===== src/rtl/dff_pipe.sv =====
// WIDTH-bit, DEPTH-stage register pipeline with a per-stage valid bit,
// ready/valid handshake on both ends, bubble collapse and synchronous flush.
module dff_pipe #(
  parameter int unsigned            WIDTH     = 8,
  parameter int unsigned            DEPTH     = 4,
  parameter logic [WIDTH-1:0]       RESET_VAL = {WIDTH{1'b0}}
) (
  input  logic                       clk,
  input  logic                       rst,
  input  logic                       flush,
  input  logic                       in_valid,
  output logic                       in_ready,
  input  logic [WIDTH-1:0]           din,
  output logic                       out_valid,
  input  logic                       out_ready,
  output logic [WIDTH-1:0]           dout,
  output logic [$clog2(DEPTH+1)-1:0] count
);

  localparam int unsigned CW = $clog2(DEPTH + 1);

  logic [DEPTH-1:0] v_r;
  logic [WIDTH-1:0] d_r [DEPTH];
  logic [DEPTH-1:0] go_s;
  logic             accept_s;

  // Occupancy is the population count of the valid bits, so it cannot drift.
  function automatic logic [CW-1:0] popcount(input logic [DEPTH-1:0] vec);
    logic [CW-1:0] acc;
    acc = {CW{1'b0}};
    for (int i = 0; i < DEPTH; i++) begin
      acc = acc + CW'(vec[i]);
    end
    return acc;
  endfunction

  // Move chain: a stage advances when its downstream neighbour is empty or advancing.
  always_comb begin
    go_s = {DEPTH{1'b0}};
    go_s[DEPTH-1] = v_r[DEPTH-1] & out_ready;
    for (int i = DEPTH - 2; i >= 0; i--) begin
      go_s[i] = v_r[i] & (~v_r[i+1] | go_s[i+1]);
    end
  end

  assign in_ready = ~v_r[0] | go_s[0];
  assign accept_s = in_valid & in_ready;

  // Stage registers: reset beats flush beats traffic; data only loads with a valid word.
  always_ff @(posedge clk) begin
    if (rst) begin
      v_r <= {DEPTH{1'b0}};
      for (int i = 0; i < DEPTH; i++) begin
        d_r[i] <= RESET_VAL;
      end
    end else if (flush) begin
      v_r <= {DEPTH{1'b0}};
    end else begin
      if (accept_s) begin
        d_r[0] <= din;
        v_r[0] <= 1'b1;
      end else if (go_s[0]) begin
        v_r[0] <= 1'b0;
      end
      for (int i = 1; i < DEPTH; i++) begin
        if (go_s[i-1]) begin
          d_r[i] <= d_r[i-1];
          v_r[i] <= 1'b1;
        end else if (go_s[i]) begin
          v_r[i] <= 1'b0;
        end
      end
    end
  end

  assign out_valid = v_r[DEPTH-1];
  assign dout      = d_r[DEPTH-1];
  assign count     = popcount(v_r);

endmodule


===== config.mk =====
export PLATFORM = sky130hd
export DESIGN_NAME = dff_pipe
export DESIGN_NICKNAME = d
export VERILOG_FILES = /design/src/rtl/dff_pipe.sv
export SDC_FILE = /design/constraint.sdc
export NUM_CORES = 1
export LEC_CHECK = 0
export ABC_CLOCK_PERIOD_IN_PS = 2420
export CORE_MARGIN = 8
export CORE_UTILIZATION = 53
export DETAILED_ROUTE_END_ITERATION = 8
export PLACE_DENSITY = 0.9
export SLEW_MARGIN = 25
export SYNTH_ARGS = -nofsm -noshare
export SYNTH_HDL_FRONTEND = slang
export SYNTH_SLANG_ARGS = --single-unit

===== constraint.sdc =====
create_clock -name clk -period 2.42 [get_ports clk]
set_clock_uncertainty 0.05 [all_clocks]
set_input_delay 0.605 -clock clk [delete_from_list [all_inputs] [get_ports clk]]
set_output_delay 0.605 -clock clk [all_outputs]
set_load 0.01 [all_outputs]

==> flow_summary_export.csv <==
group,metric,value,unit
yosys,synth_area_leaders,"edfxtp_1 56%, nor4b_2 7.0%, dfxtp_1 4.7%",
drt,wl_per_cell,16.3,um
yosys,yosysSeqAreaShare,60.9,%
drt,drc,0,
critical_path,timing.rr.start,"v_r[1]",
critical_path,crit_arrival,1.81,ns
grt,grt_pass1_wl,5.40,mm
clock_tree,clock_sinks,36,
finish,antenna_cells,0,
drt,antenna_left,0,
yosys,synth-edff-count,32,
clock_tree,holdBufCountCts,0,
yosys,synth_most_common_cell,"edfxtp_1",
timing,totalNegativeSetupSlack,-0.0476,ns
min_path,worstHoldStart,"d_r[1][6]",
critical_path,reg2reg_slack,0.83,ns
finish,drive_gt1_share,32.2,%
critical_path,cp.required,1.76,ns
clock_tree,cts_root_buffer,"clkbuf_4",
place,dpl_cell_area,0.00204,mm2
status,violations,"negative setup slack",
yosys,yosys_warnings,0,
power_and_ir_drop,sw_frac_of_total,20.7,%
clock_tree,h-tree-depth,2,
finish,fin_nets,167,
grt,grt_max_degree,12,
timing,timing.final.ws_setup,-0.0476,ns
min_path,hp-class,"flop to flop",
yosys,yosysTopAreaCell,"edfxtp_1",
power_and_ir_drop,vdd_drop_max,0.000417,V
place,portBuffers,25,
power_and_ir_drop,power_leakage,0.000826,uW
yosys,yosys-top-cells-count,"32 x edfxtp_1, 9 x nand2_1",
drt,first_pass_iters,4,
place,place.gp.congestion,0.737,
place,dp_hpwl,2.48,mm
yosys,synth.net_count,130,
floorplan,io_pins,26,
yosys,avgSynthCellArea,15.0,um2
finish,area_growth,24.9,%
timing,min_period,2.47,ns
yosys,synth_area,0.00171,mm2
timing,hold_viol_final,0,
yosys,async_flop_share,0,%
timing,maxSlewViolCount,0,
grt,grt_pass1_vias,1155,
timing,finalSetupViolCount,1,
clock_tree,clk_latency,0.32,ns
timing,min_period_over_period,102,%
floorplan,initial_utilization,56.0,%
grt,grt_antenna_before_repair,0,
status,status,"finished, violations left",
critical_path,start_kind,"flop",
yosys,synth-seq-cells,36,
timing,rsz0062_at_grt,"yes",
floorplan,die_area,0.00530,mm2
drt,vias,1054,
floorplan,core-area,0.00305,mm2
yosys,synthFlopType,"edfxtp_1",
drt,wl,3.19,mm
critical_path,r2r_cells,5,
power_and_ir_drop,switching_power,234,uW
drt,drt_iter0_drc,54,
job,maxCapViolCount,0,
timing,fmax,405,MHz
clock_tree,clock_path_buffers,2,
power_and_ir_drop,p_clk_share,28.6,%
clock_tree,cts_tree,"yes",
clock_tree,cts_buffers,5,
power_and_ir_drop,p_comb_share,8.5,%
floorplan,die_height,72.8,um
power_and_ir_drop,power_density,528,mW/mm2
grt,globalRouteOverflowTotal,0,
floorplan,die_w,72.8,um
min_path,worstHoldEndpoint,"d_r[2][6]",
drt,drt-vias-per-instance,5.38,
critical_path,path_class,"flop to primary output",
finish,design_area,0.00214,mm2
timing,relSlewSlack,66.7,%
clock_tree,clk_pin_slew,0.10,ns
min_path,whs_path_depth,2,
power_and_ir_drop,seq_power_share,63.0,%
yosys,yosysUniqueCellTypes,31,
critical_path,cp-end-kind,"primary output",
critical_path,reg2reg_to,"d_r[0][6]",
yosys,synth_cells,114,
grt,grtUsageTotal,13.3,%
yosys,synth_top_area_share,56.2,%
critical_path,cp_max_fo,2,
timing,tightest_slew,0.499,ns
power_and_ir_drop,p_int,894,uW
floorplan,row_count,20,
-- registers in the layout, summed over array words and instances, names as in the netlist --
| name | cells |
|---|---|
| v_r | 4 |
| d_r | 32 |
-- cells by family (layout without fill, tap and decap cells) --
group / Yosys count / after routing / synth area share (%)
AOI/OAI and AO/OA: 16 / 16 / 7.90
adders and majority gates: 3 / 3 / 2.63
buffers and inverters: 16 / 54 / 5.34
DFF: 36 / 36 / 60.9
and+or+nand+nor: 43 / 43 / 23.3
-- critical path, stage by stage, from the launching register on --
cell     delay, ns
dfxtp_2       0.35
inv_2         0.04
fa_1          0.55
inv_2         0.05
ha_4          0.15
ha_4          0.26
buf_6         0.09
-- repair_timing --
item,in CTS,in global routing
resized for setup,21,2
buffers inserted,0,1
setup endpoints to repair,4,3
pin swaps,1,2
-- power groups by stage --
stage / sequential [uW] / clock [uW] / combinational [uW]
after floorplan: 723 / 0 / 42.9
after global routing: 713 / 344 / 103
after CTS: 710 / 324 / 95.1
final: 710 / 322 / 95.4
after detailed placement: 724 / 0 / 94.8
after global placement: 721 / 0 / 89.5
-- placed cells by master, fill, tap and decap left out, drive strengths merged --
master          n
clkdlybuf4s50  20
or2             1
edfxtp         32
nor3            8
o31ai           1
dfxtp           4
dlygate4sd2     1
and4b           1
nor4b           8
dlymetal6s2s    1
nand2           9
a22oi           1
nand2b          3
fa              1
nor3b           1
and4            8
nand4b          1
clkbuf          8
a31o            2
buf            16
a21oi           2
o21a            1
and3b           1
nor2b           1
o21ai           1
inv             8
ha              2
nor2            1
o211a           8
-- metal layers --
layer  part of all wire, %  wire length, um  GRT usage (%)
met1                    37             1190           11.8
met5                     0                0              0
met2                    57             1820           27.2
met4                  0.50               16           4.00
met3                   5.0              159           3.85
-- final cells by class --
cell class | count | area, um2
multi-input combinational | 62 | 603
inverter | 8 | 30.0
tap | 44 | 55.1
timing repair buffer | 38 | 347
fill | 217 | 916
sequential | 36 | 1040
clock buffer | 8 | 58.8
-- worst max path at each step --
stage          cells after the start       end  slack (ns)  startpoint
6_report                           6  count[1]       -0.05      v_r[0]
5_1_grt                            6  count[1]       -0.11      v_r[0]
4_1_cts                            6  count[1]       -0.06      v_r[3]
3_5_place_dp                       6  count[1]       -0.18      v_r[3]
3_3_place_gp                       4  in_ready       -0.15   out_ready
2_1_floorplan                      6  count[1]        0.20      v_r[1]
-- through the flow --
stage | total power (uW) | std cells | hold slack, ns | setup slack [ns] | util (%)
CTS | 1130 | 195 | 0.546 | -0.0561 | 69.6
finish | 1130 | 196 | 0.547 | -0.0476 | 70.0
global placement | 811 | 187 | 0.511 | -0.145 | 67.0
floorplan | 766 | 114 | 0.479 | 0.203 | -
global route | 1160 | 196 | 0.555 | -0.110 | 70.0
detailed placement | 818 | 187 | 0.523 | -0.177 | 67.0
Note: power is estimated with default switching activity, not from simulation.
